<file path="src/rtl/t_state_sequencer_if.sv">
// rtl/t_state_sequencer_if.sv - control and T-state bundle between sequencer and control decoder
interface t_state_sequencer_if #(
   parameter int T_STATES = 6,
   parameter int IDX_W    = 3
);
   logic                enable;
   logic                extended_fetch;
   logic                end_cycle;
   logic                halt;
   logic [T_STATES-1:0] t_state;
   logic [IDX_W-1:0]    t_index;
   logic                fetch_phase;
   logic                ext_phase;
   logic                cycle_start;
   logic                halted;

   modport master (
      output enable, extended_fetch, end_cycle, halt,
      input  t_state, t_index, fetch_phase, ext_phase, cycle_start, halted
   );

   modport slave (
      input  enable, extended_fetch, end_cycle, halt,
      output t_state, t_index, fetch_phase, ext_phase, cycle_start, halted
   );
endinterface

</file>
<file path="src/rtl/t_state_sequencer.sv">
// rtl/t_state_sequencer.sv - parametrised T-state generator with extended fetch, early end and halt
module t_state_sequencer #(
   parameter int T_STATES     = 6,
   parameter int FETCH_STATES = 3,
   parameter int EXT_STATES   = 2,
   parameter int IDX_W        = 3
) (
   input  logic               clk,
   input  logic               clear,
   t_state_sequencer_if.slave bus
);
   localparam logic [IDX_W-1:0] LAST_IDX   = IDX_W'(T_STATES - 1);
   localparam logic [IDX_W-1:0] FETCH_IDX  = IDX_W'(FETCH_STATES);
   localparam logic [IDX_W-1:0] FETCH_LAST = IDX_W'(FETCH_STATES - 1);
   localparam logic [3:0]       EXT_LAST   = 4'(EXT_STATES - 1);

   typedef enum logic [1:0] {
      S_RUN  = 2'd0,
      S_EXT  = 2'd1,
      S_HALT = 2'd2
   } state_t;

   state_t           state, state_nx;
   logic [IDX_W-1:0] t_index, t_index_nx;
   logic [3:0]       ext_cnt, ext_cnt_nx;

   always_ff @(posedge clk) begin
      if (clear) begin
         state   <= S_RUN;
         t_index <= '0;
         ext_cnt <= '0;
      end else begin
         state   <= state_nx;
         t_index <= t_index_nx;
         ext_cnt <= ext_cnt_nx;
      end
   end

   // Priority: halt > enable low > end_cycle > extended_fetch > advance
   always_comb begin
      state_nx   = state;
      t_index_nx = t_index;
      ext_cnt_nx = ext_cnt;
      case (state)
         S_RUN: begin
            if (bus.halt) begin
               state_nx   = S_HALT;
               t_index_nx = '0;
               ext_cnt_nx = '0;
            end else if (bus.enable) begin
               if (bus.end_cycle && (t_index >= FETCH_IDX)) begin
                  t_index_nx = '0;
               end else if (bus.extended_fetch && (t_index == FETCH_LAST)) begin
                  state_nx   = S_EXT;
                  ext_cnt_nx = '0;
               end else if (t_index == LAST_IDX) begin
                  t_index_nx = '0;
               end else begin
                  t_index_nx = t_index + IDX_W'(1);
               end
            end
         end
         S_EXT: begin
            if (bus.halt) begin
               state_nx   = S_HALT;
               t_index_nx = '0;
               ext_cnt_nx = '0;
            end else if (bus.enable) begin
               if (ext_cnt == EXT_LAST) begin
                  state_nx   = S_RUN;
                  t_index_nx = FETCH_IDX;
                  ext_cnt_nx = '0;
               end else begin
                  ext_cnt_nx = ext_cnt + 4'd1;
               end
            end
         end
         S_HALT: begin
            t_index_nx = '0;
            ext_cnt_nx = '0;
         end
         default: begin
            state_nx   = S_RUN;
            t_index_nx = '0;
            ext_cnt_nx = '0;
         end
      endcase
   end

   // Outputs depend on registered state only, never on the inputs
   always_comb begin
      bus.t_state     = '0;
      bus.t_index     = t_index;
      bus.fetch_phase = 1'b0;
      bus.ext_phase   = 1'b0;
      bus.cycle_start = 1'b0;
      bus.halted      = 1'b0;
      if (state == S_HALT) begin
         bus.halted  = 1'b1;
         bus.t_index = '0;
      end else begin
         bus.t_state     = {{(T_STATES-1){1'b0}}, 1'b1} << t_index;
         bus.fetch_phase = (t_index < FETCH_IDX);
         bus.ext_phase   = (state == S_EXT);
         bus.cycle_start = (t_index == '0);
      end
   end
endmodule

</file>
<file path="src/flat_wrapper.sv">
// flat-port wrapper written by rule: the top's interface ports become plain ports
module t_state_sequencer_flat 
#(
   parameter int T_STATES     = 6,
   parameter int FETCH_STATES = 3,
   parameter int EXT_STATES   = 2,
   parameter int IDX_W        = 3
)
  (clk, clear, bus_enable, bus_extended_fetch, bus_end_cycle, bus_halt, bus_t_state, bus_t_index, bus_fetch_phase, bus_ext_phase, bus_cycle_start, bus_halted);
  t_state_sequencer_if #(.T_STATES(T_STATES), .IDX_W(IDX_W)) bus_i ();
  input  logic clk;
  input  logic clear;
  input wire logic [$bits(bus_i.enable)-1:0] bus_enable;
  input wire logic [$bits(bus_i.extended_fetch)-1:0] bus_extended_fetch;
  input wire logic [$bits(bus_i.end_cycle)-1:0] bus_end_cycle;
  input wire logic [$bits(bus_i.halt)-1:0] bus_halt;
  output wire logic [$bits(bus_i.t_state)-1:0] bus_t_state;
  output wire logic [$bits(bus_i.t_index)-1:0] bus_t_index;
  output wire logic [$bits(bus_i.fetch_phase)-1:0] bus_fetch_phase;
  output wire logic [$bits(bus_i.ext_phase)-1:0] bus_ext_phase;
  output wire logic [$bits(bus_i.cycle_start)-1:0] bus_cycle_start;
  output wire logic [$bits(bus_i.halted)-1:0] bus_halted;
  assign bus_i.enable = bus_enable;
  assign bus_i.extended_fetch = bus_extended_fetch;
  assign bus_i.end_cycle = bus_end_cycle;
  assign bus_i.halt = bus_halt;
  assign bus_t_state = bus_i.t_state;
  assign bus_t_index = bus_i.t_index;
  assign bus_fetch_phase = bus_i.fetch_phase;
  assign bus_ext_phase = bus_i.ext_phase;
  assign bus_cycle_start = bus_i.cycle_start;
  assign bus_halted = bus_i.halted;
  t_state_sequencer #(.T_STATES(T_STATES), .FETCH_STATES(FETCH_STATES), .EXT_STATES(EXT_STATES), .IDX_W(IDX_W)) u_core (.clk(clk), .clear(clear), .bus(bus_i));
endmodule
</file>
<file path="config.mk">
export PLATFORM = sky130hd
export DESIGN_NAME = t_state_sequencer_flat
export DESIGN_NICKNAME = d
export VERILOG_FILES = /design/src/rtl/t_state_sequencer_if.sv /design/src/rtl/t_state_sequencer.sv /design/src/flat_wrapper.sv
export SDC_FILE = /design/constraint.sdc
export NUM_CORES = 1
export LEC_CHECK = 0
export CAP_MARGIN = 20
export CORE_AREA = 2 2 39 41
export CTS_BUF_LIST = sky130_fd_sc_hd__clkbuf_8
export CTS_CLUSTER_DIAMETER = 80
export DETAILED_ROUTE_END_ITERATION = 16
export DIE_AREA = 0 0 41 43
export PLACE_DENSITY = 0.82
export SLEW_MARGIN = 20
export SYNTH_ARGS = -nofsm -noshare
export SYNTH_HDL_FRONTEND = slang
export SYNTH_SLANG_ARGS = --single-unit
</file>
<file path="constraint.sdc">
create_clock -name clk -period 4 [get_ports clk]
set_input_delay 1 -clock clk [delete_from_list [all_inputs] [get_ports clk]]
set_output_delay 1 -clock clk [all_outputs]
set_load 0.005 [all_outputs]
</file>
After elaboration in Yosys (flattened, before gate mapping)
Cells that the tools add are included.

storage, ports and cells
  bits of input ports = 6
  register bits after elaboration = 9
  logic and storage cells = 58

operators by class
  muxes and demuxes = 31
  add/subtract/negate cells = 2
  equal/unequal tests = 11
  bitwise logic cells = 1
  reduce and logical (&&, ||, !) cells = 7
  shifts and indexed selects = 1
  magnitude comparators = 2

operator list
  kind                                                                          number
  4-bit 2-to-1 mux                                                              7
  3-bit 2-to-1 mux                                                              9
  2-bit 2-to-1 mux                                                              7
  3-bit inequality test, second input constant                                  3
  4-bit one-hot mux with 2 select lines                                         1
  4-bit AND reduction                                                           2
  6-bit 2-to-1 mux                                                              1
  3-bit by 2-bit inequality test with 1-bit output, second input constant       2
  2-bit one-hot mux with 3 select lines                                         1
  3-bit one-hot mux with 2 select lines                                         1
  6-bit AND reduction                                                           1
  1-bit by 3-bit << shifter with 6-bit output, first input constant             1
  4-bit by 1-bit adder with 4-bit output, second input constant                 1
  4-bit by 1-bit == test with 1-bit output, second input constant               1
  1-bit 2-to-1 mux                                                              4
  4-bit by 3-bit inequality test with 1-bit output, second input constant       1
  3-bit by 1-bit adder with 3-bit output, second input constant                 1
  3-bit by 2-bit == test with 1-bit output, second input constant               1
  3-bit == test, second input constant                                          1
  3-bit by 2-bit >= comparator with 1-bit output, second input constant         1
  3-bit logical NOT                                                             1
  3-bit by 2-bit less-than comparator with 1-bit output, second input constant  1
  2-bit by 1-bit == test with 1-bit output, second input constant               1
  2-bit == test, second input constant                                          1
  other kinds (3)                                                               4

Depth between registers and ports, before layout
Gate-level depths: netlist of run 1.

  depth in word-level cells = 7
  gate-level depth with buffers = 7
  mapped depth without buffers = 6

Worst setup path before layout of run 1
Ideal clock, no wire load.

  path kind = register -> output
  start = register u_core.state[0]
  end = output port bus_t_state[0]
  slack = 1.821 ns
  cell stages (with the launch flop) = 7
  data arrival time = 1.179 ns
  required time = 3.000 ns
  path through = dfxtp_1 buf_2 inv_1 nand2_1 nand2_1 nor3_1 buf_4

on the way
  cells in the longest elaborated chain, start to end = 2

ends and longest elaborated chain
  element                 line                     text
  start, declared         t_state_sequencer.sv:23  state_t state, state_nx;
  start signal, assigned  t_state_sequencer.sv:33  state <= state_nx;
  2-bit == test           t_state_sequencer.sv:98  if (state == S_HALT) begin
  6-bit 2-to-1 mux        t_state_sequencer.sv:98
  end, declared           flat_wrapper.sv:17       output wire logic [$bits(bus_i.t_state)-1:0] bus_t_state;

Every way passes these cells.

Final worst setup path of run 1
  start = register u_core.state[0]
  end = output port bus_cycle_start

on the way
  cells in the longest elaborated chain, start to end = 2

ends and longest elaborated chain
  element           line                     text
  2-bit == test     t_state_sequencer.sv:98
  1-bit 2-to-1 mux  t_state_sequencer.sv:98
  end, declared     flat_wrapper.sv:21       output wire logic [$bits(bus_i.cycle_start)-1:0] bus_cycle_start;

Every way passes these cells.

==> out/qor_table.md, run 1 <==
| Group | Item | Reported |
|---|---|---|
| run status | Outcome | complete, no violations |
| cts | Clk_lat worst skew | 0.23 ns |
| pwr | Maximum ir drop on the vdd rail | 0.2075 mV |
| synthesis | Post-Synthesis Net Count | 93 |
| routing | ANT nets after route | 0 |
| global routing | Vias in the first global route | 592 |
| routing | Initial DRC count | 21 |
| routing | Routed wire length on met3 | 110 µm |
| synthesis | Most frequently used flop master after synthesis | sky130_fd_sc_hd__dfxtp_1 |
| layout | Area taken by flip-flops and latches | 180.2 µm² |
| die | Die area | 0.001763 mm² |
| cts | Post CTS Setup Buffer Count | 0 |
| cts | Clock buffer depth | 2 |
| critical path | Required @ worst endpoint | 3.00 ns |
| layout | Post-synthesis to final-layout area growth | 35.20% |
| pwr | Share of total power in combinational logic | 0.158 |
| sta | Setup repair after global routing missed its margin | false |
| global routing | Total congestion overflow | 0 |
| sta | Worst Setup Slack, final | 0.9996 ns |
| routing | Met2 routed wirelength | 715 µm |
| synthesis | Cells after Synth | 84 |
| die | Row cnt | 14 |
| routing | DR vias | 673 |
| routing | Average via count per standard cell | 5.655 |
| cts | CTS Buf Count | 3 |
| synthesis | Fraction of synthesized cell area taken by the top area cell type | 0.2785 |
| pwr | Net switching component of the power | 56.56 µW |
| layout | Number of filler cells placed in the layout | 133 |
| synthesis | Per-instance average area after synthesis | 7.701 µm² |
| critical path | Last element of the critical path | bus_cycle_start |
| routing | Max layer used | met4 |
| cts | Clock-pin slew reported for the worst setup and hold paths after clock tree synthesis | 0.04 ns |
| critical path | CP startpoint kind | flip-flop |
| routing | Remaining design rule violation count | 0 |
| sta | Ratio of final minimum period to clock period | 0.7501 |
| synthesis | Share of synthesized flip-flops with an asynchronous set or reset | 0 |
| layout | Antenna Cells | 0 |
| sta | Fin Clk Skew | 0.0009312 ns |
| global routing | All-layer global routing usage | 0.2091 |
| critical path | Start-to-end type of the worst setup path | flip-flop to primary output |
| placement | Weighted congestion reported at the end of routability-driven placement | 0.8212 |
| pwr | Switching part of the total power | 0.2395 |
| cts | Level count of the clock H-tree | 1 |
| critical path | Crit. End Element | primary output |
| worst hold path | Hold Crit Class | flip-flop to flip-flop |
| sta | Endpoints failing hold | 0 |
| sta | Slew at the pin closest to its max-slew limit | 0.3546 ns |
| layout | Utilization after layout | 0.6320 |
| worst hold path | Cells on Worst Hold Path | 1 |
| critical path | Reg-to-reg slack, setup | 2.26 ns |
| critical path | CP arrival | 2.00 ns |
| synthesis | Cell type with the highest aggregate area in the netlist | sky130_fd_sc_hd__dfxtp_1 |
| synthesis | Area of the mapped netlist | 646.9 µm² |
| cts | Hold Buf Count CTS | 0 |
| sta | Min Hold Slack | 0.5132 ns |
| critical path | Number of cells on the worst reg-to-reg path | 6 |
| critical path | Largest fanout on the critical path | 10 |
| synthesis | Cells taking the most area after synthesis | sky130_fd_sc_hd__dfxtp_1 (28%), sky130_fd_sc_hd__ha_1 (5.8%), sky130_fd_sc_hd__and2_1 (4.8%) |
| synthesis | Top cells by count, synth | sky130_fd_sc_hd__dfxtp_1 (9), sky130_fd_sc_hd__nand2_1 (8), sky130_fd_sc_hd__nor2_1 (8) |
| synthesis | Leading cell type by number of instances after synthesis | sky130_fd_sc_hd__dfxtp_1 |
| die | Die X-Extent | 41 µm |
| critical path | Critical Path Source | u_core.state[0] |
| synthesis | Proportion of synthesized chip area in sequential cells | 0.2785 |
| global routing | Antenna violations before repair | 0 |
| sta | Sum Neg Setup Slack | 0 ns |
| cts | Number of sinks driven by the clock tree | 9 |
| sta | Clock period minus worst slack | 3.000 ns |
| sta | Max frequency | 333.3 MHz |
| placement | Placed wire-length estimate after detailed placement | 1115 µm |
| layout | Share of final-layout standard cells stronger than drive strength 1 | 0.07767 |
| cts | TritonCTS clock tree | built |
| die | Die Y-Extent | 43 µm |
| sta | Final setup fails | 0 |
| synthesis | Post-synth EDFFs | 0 |
| placement | Worst slack at placement | 1.260 ns |
| synthesis | Unique cell type count in the Yosys netlist | 32 |
| routing | Met1 wire length | 609 µm |
| pwr | Clock network fraction of design power | 0.436 |
| routing | Routed wire length | 1465 µm |
| layout | Nets | 113 |
| die | Placeable core region | 0.001384 mm² |
| sta | Tightest slew margin relative to the limit | 0.7614 |
| global routing | Maximum number of pins on one net before global-route repair | 11 |
| synthesis | Number of warnings reported in the yosys synthesis log | 0 |
| die | IO Pins | 19 |
| synthesis | Flip-flop and latch count after synthesis | 9 |
| run | Reported max-cap violation count | 0 |
| pwr | Leakage | 0.0003362 µW |
| placement | Count of input and output buffers | 18 |
| routing | Routed length per placed instance | 12.31 µm |
| critical path | Destination of the worst register-to-register timing path | u_core.ext_cnt[1] |
| die | Initial cell density of the core | 0.4675 |
| global routing | First-pass GRT wire length | 2470 µm |
| cts | Root Driver | sky130_fd_sc_hd__clkbuf_8 |
| pwr | Internal power of the cells | 179.6 µW |
| sta | Final Max Tran Viols | 0 |
| cts | Post-CTS sizing | 0 |
| pwr | Power share of the sequential group | 0.405 |
| pwr | Pwr/cell area | 270.1 mW/mm² |
| routing | First drt pass iteration count | 4 |
| layout | Area of the multi-input gates | 422.9 µm² |
| critical path | Critical R2R Launch | u_core.t_index[1] |
area by class of cell:
| type | count | share of cell area |
|---|---|---|
| multi-input cells | 65 | 0.4835 |
| flip-flops and latches | 9 | 0.2060 |
| repair buffers | 18 | 0.2060 |
| clock buffers | 3 | 0.04721 |
| inverters | 7 | 0.03004 |
| well taps | 16 | 0.02289 |
| clock inverters | 1 | 0.004292 |
per-stage QoR:
| stage | area (µm²) | power [µW] | cells |
|---|---|---|---|
| 2_1_floorplan | 646.9 | 114.6 | 84 |
| 3_3_place_gp | 829.5 | 133.9 | 115 |
| 3_5_place_dp | 829.5 | 134.6 | 115 |
| 4_1_cts | 874.6 | 238.3 | 119 |
| 5_1_grt | 874.6 | 247.4 | 119 |
| 6_report | 874.6 | 236.2 | 119 |
worst min path at each step:
| stage | slack [ns] | start | end |
|---|---|---|---|
| 2_1_floorplan | 0.48 | u_core.t_index[2] | u_core.t_index[2] |
| 3_3_place_gp | 0.50 | u_core.ext_cnt[0] | u_core.ext_cnt[0] |
| 3_5_place_dp | 0.51 | u_core.ext_cnt[0] | u_core.ext_cnt[0] |
| 4_1_cts | 0.51 | u_core.ext_cnt[0] | u_core.ext_cnt[0] |
| 5_1_grt | 0.54 | u_core.ext_cnt[0] | u_core.ext_cnt[0] |
| 6_report | 0.51 | u_core.ext_cnt[0] | u_core.ext_cnt[0] |
per-layer routing:
metal	vias up	global-route usage
met3	4	0.03141
met5	-	0
met1	302	0.2721
met4	0	0.1400
li1	337	-
met2	30	0.3031
power groups by stage:
| stage | clock network [µW] | logic (µW) | registers (µW) |
|---|---|---|---|
| finish | 103 | 37.4 | 95.7 |
| detailed placement | 0 | 37.4 | 97.2 |
| CTS | 105 | 37.5 | 95.6 |
| floorplan | 0 | 19.1 | 95.5 |
| global route | 110 | 41.2 | 96.1 |
| global placement | 0 | 36.8 | 97.1 |
cells in the final DEF, fill, tap and decap left out, types with 2 or more instances in the layout:
master and n:
sky130_fd_sc_hd__nand2_1 8, sky130_fd_sc_hd__clkbuf_8 3, sky130_fd_sc_hd__a21boi_1 2, sky130_fd_sc_hd__ha_1 3, sky130_fd_sc_hd__nor3_1 2, sky130_fd_sc_hd__nand3_1 2
sky130_fd_sc_hd__a21bo_2 2, sky130_fd_sc_hd__dfxtp_1 9, sky130_fd_sc_hd__clkdlybuf4s50_1 18, sky130_fd_sc_hd__nor2_1 8, sky130_fd_sc_hd__nor4_1 2, sky130_fd_sc_hd__nand2b_1 4
sky130_fd_sc_hd__and2_1 5, sky130_fd_sc_hd__a21oi_1 6, sky130_fd_sc_hd__o31ai_1 2, sky130_fd_sc_hd__o21ai_0 4, sky130_fd_sc_hd__inv_1 8
state kept, by name, indices dropped and copies added (netlist names):
name	cells
u_core.state	2
u_core.ext_cnt	4
u_core.t_index	3
critical path, stage by stage (launching register included):
cell                              delay [ns]
sky130_fd_sc_hd__dfxtp_1                0.52
sky130_fd_sc_hd__inv_1                  0.16
sky130_fd_sc_hd__nand2_1                0.21
sky130_fd_sc_hd__nand2_1                0.14
sky130_fd_sc_hd__nor3_1                 0.20
sky130_fd_sc_hd__clkdlybuf4s50_1        0.54
logic make-up after synthesis:
group / count (synthesis) / share of synthesized area
AO/OA/AOI/OAI: 22 / 0.2379
buffers and inverters: 10 / 0.06771
AND/OR/NAND/NOR: 39 / 0.3424
multiplexers: 1 / 0.01547
flip-flops: 9 / 0.2785
adder cells (fa/ha/maj): 3 / 0.05803
Power figures use the tool's default switching activity.
==> run 2, diff against run 1 <==
CORE_AREA = unset   (was 2 2 39 41)
CORE_MARGIN = 2   (was unset)
CORE_UTILIZATION = 48   (was unset)
DIE_AREA = unset   (was 0 0 41 43)
PLACE_DENSITY = 0.81   (was 0.82)
clock period = 3.1 ns   (was 4 ns; I/O delays follow)
==> run 2 against run 1 <==
  * Clock power up 28%
  * Register-to-register slack worse by 0.93 ns
  * Sequential share of layout area about the same
  * Power up 29%
  * Combinational power up 31%
  * Final cell count down 0.84%
  * Clock skew up 0.0028 ns
  * Count of clock-buffer cells in the layout unchanged
  * Flip-flop and latch count unchanged
  * Sequential power up 29%
  * Hold slack worse by 0.0016 ns
==> out/qor_table.md, run 2 (same netlist as run 1, synthesis figures left out) <==
| Group | Item | Reported | Delta |
|---|---|---|---|
| layout | Area of the multi-input gates | 422.9 µm² | unchanged |
| cts | CTS Buf Count | 3 | unchanged |
| routing | Initial DRC count | 22 | +4.8% |
| layout | Most common cell after layout, fill and taps aside | sky130_fd_sc_hd__clkdlybuf4s50_1 |  |
| cts | Number of sinks driven by the clock tree | 9 | unchanged |
| layout | Register with the highest flop count | u_core.ext_cnt |  |
| routing | First drt pass iteration count | 4 | unchanged |
| sta | Ratio of final minimum period to clock period | 0.8786 |  |
| layout | Post-synthesis to final-layout area growth | 35.01% |  |
| sta | Slew at the pin closest to its max-slew limit | 0.3722 ns | +0.01763 ns |
| die | Die area | 0.001657 mm² | -6.0% |
| critical path | Destination of the worst register-to-register timing path | u_core.ext_cnt[1] |  |
| layout | Antenna Cells | 0 | unchanged |
| pwr | Maximum ir drop on the vdd rail | 0.2666 mV | +28% |
| placement | Count of input and output buffers | 18 | unchanged |
| pwr | Pwr/cell area | 349.0 mW/mm² | +29% |
| pwr | Power Total | 304.8 µW | +29% |
| critical path | Crit. End Element | primary output |  |
| cts | Hold Buf Count CTS | 0 | unchanged |
| critical path | Critical R2R Launch | u_core.t_index[1] |  |
| run status | Outcome | complete, no violations |  |
| global routing | Total congestion overflow | 0 | unchanged |
| sta | Clock period minus worst slack | 2.724 ns |  |
| cts | Level count of the clock H-tree | 1 | unchanged |
| critical path | Required @ worst endpoint | 2.32 ns | -0.68 ns |
| sta | Sum Neg Setup Slack | 0 ns | unchanged |
| worst hold path | HP Start | u_core.ext_cnt[0] |  |
| sta | Min Hold Slack | 0.5116 ns | -0.001557 ns |
| critical path | Largest fanout on the critical path | 10 | unchanged |
| cts | Root Driver | sky130_fd_sc_hd__clkbuf_8 |  |
| critical path | CP startpoint kind | flip-flop |  |
| critical path | Start-to-end type of the worst setup path | flip-flop to primary output |  |
| sta | Max frequency | 367.2 MHz |  |
| routing | Remaining design rule violation count | 0 | unchanged |
| global routing | All-layer global routing usage | 0.2070 | -0.002077 |
| die | Die X-Extent | 40.71 µm | -0.71% |
| layout | Share of final-layout standard cells stronger than drive strength 1 | 0.07767 | unchanged |
| cts | Clock-pin slew reported for the worst setup and hold paths after clock tree synthesis | 0.05 ns | about the same |
| layout | Nets | 113 | unchanged |
| die | Initial cell density of the core | 0.5034 | +0.03596 |
| sta | Final setup fails | 0 | unchanged |
| sta | Tightest slew margin relative to the limit | 0.7496 | -0.01186 |
| layout | Area taken by flip-flops and latches | 180.2 µm² | unchanged |
| critical path | Reg-to-reg slack, setup | 1.33 ns | -0.93 ns |
| placement | Weighted congestion reported at the end of routability-driven placement | 0.8399 | +2.3% |
| die | Row cnt | 13 | -1 |
| sta | Final Max Tran Viols | 0 | unchanged |
| cts | Post-CTS sizing | 0 | unchanged |
| cts | TritonCTS clock tree | built |  |
| routing | DR vias | 655 | -2.7% |
| routing | ANT nets after route | 0 | unchanged |
| run | Reported max-cap violation count | 0 | unchanged |
| sta | Setup repair after global routing missed its margin | false |  |
| worst hold path | Hold Path End | u_core.ext_cnt[0] |  |
| worst hold path | Cells on Worst Hold Path | 1 | unchanged |
| pwr | Leakage | 0.0003362 µW | unchanged |
| sta | Endpoints failing hold | 0 | unchanged |
| placement | Placed wire-length estimate after detailed placement | 1124 µm | +0.81% |
| die | Placeable core region | 0.001285 mm² | -7.1% |
| layout | Most frequent cells in the layout | sky130_fd_sc_hd__clkdlybuf4s50_1 (18), sky130_fd_sc_hd__dfxtp_1 (9), sky130_fd_sc_hd__inv_1 (8), sky130_fd_sc_hd__nand2_1 (8), sky130_fd_sc_hd__nor2_1 (8) |  |
| global routing | Antenna violations before repair | 0 | unchanged |
| cts | Post CTS Setup Buffer Count | 0 | unchanged |
| routing | Average via count per standard cell | 5.551 | -1.8% |
| cts | Clock buffer depth | 2 | unchanged |
| cts | Clk_lat worst skew | 0.23 ns | about the same |
| layout | Largest registers in the final layout | u_core.ext_cnt x4, u_core.t_index x3, u_core.state x2 |  |
| global routing | Maximum number of pins on one net before global-route repair | 11 | unchanged |
| worst hold path | Hold Crit Class | flip-flop to flip-flop |  |
| layout | Number of filler cells placed in the layout | 108 | -19% |
| die | Die Y-Extent | 40.71 µm | -5.3% |
| die | IO Pins | 19 | unchanged |
| routing | Routed length per placed instance | 12.57 µm | +2.1% |
| sta | Fin Clk Skew | 0.003702 ns | +0.002771 ns |
| routing | Routed wire length | 1483 µm | +1.2% |
| critical path | CP arrival | 1.95 ns | -0.05 ns |
| critical path | Number of cells on the worst reg-to-reg path | 6 | unchanged |
| global routing | Vias in the first global route | 495 | -16% |
| global routing | First-pass GRT wire length | 2235 µm | -9.5% |
| layout | Max FFs per register | 4 | unchanged |
-- run 2: cell counts in the layout (fill, tap and decap cells not counted) --
Identical to the previous run, type by type.
-- run 2: worst max path at each step --
stage / start / endpoint / slack, ns / cells after the start
after floorplan: u_core.state[0] / bus_t_state[0] / 1.15 / 6
after global placement: u_core.state[0] / bus_cycle_start / 0.68 / 5
after detailed placement: u_core.state[0] / bus_cycle_start / 0.66 / 5
after CTS: u_core.state[0] / bus_cycle_start / 0.38 / 5
after global routing: u_core.state[0] / bus_t_state[0] / 0.19 / 5
final: u_core.state[0] / bus_cycle_start / 0.38 / 5
-- run 2: critical path, cell delays in order (launching register included) --
cell and delay, ns:
sky130_fd_sc_hd__dfxtp_1 0.50, sky130_fd_sc_hd__inv_1 0.17, sky130_fd_sc_hd__nand2_1 0.18, sky130_fd_sc_hd__nand2_1 0.13
sky130_fd_sc_hd__nor3_1 0.19, sky130_fd_sc_hd__clkdlybuf4s50_1 0.54
-- run 2: report_power, final --
part | switching (µW) | total (µW) | internal (µW) | leakage, µW
sequential | 4.73 | 123 | 119 | 0.0000730
combinational | 22.1 | 49.0 | 26.9 | 0.000236
clock | 46.3 | 132 | 86.2 | 0.0000269
total | 73.0 | 305 | 232 | 0.000336
-- run 2: area by class of cell --
| class | instances | share of cell area |
|---|---|---|
| repair buffers | 18 | 0.2063 |
| inverters | 7 | 0.03009 |
| clock inverters | 1 | 0.004298 |
| flip-flops and latches | 9 | 0.2063 |
| multi-input cells | 65 | 0.4842 |
| well taps | 15 | 0.02149 |
| clock buffers | 3 | 0.04728 |
-- run 2: metrics by stage --
step	std cells	utilization	cell area [µm²]	worst slack (ns)
after floorplan	84	-	646.9	1.146
after global placement	114	0.6446	828.3	0.6823
after detailed placement	114	0.6446	828.3	0.6573
after CTS	118	0.6796	873.3	0.3843
after global routing	118	0.6796	873.3	0.1853
final	118	0.6796	873.3	0.3763
-- run 2: per-layer routing --
metal / part of all wire / global-route usage / up-vias
met1: 0.51 / 0.2928 / 301
met3: 0.057 / 0.1033 / 0
met4: 0 / 0.04167 / 0
li1: - / - / 340
met5: 0 / 0 / -
met2: 0.43 / 0.2778 / 14
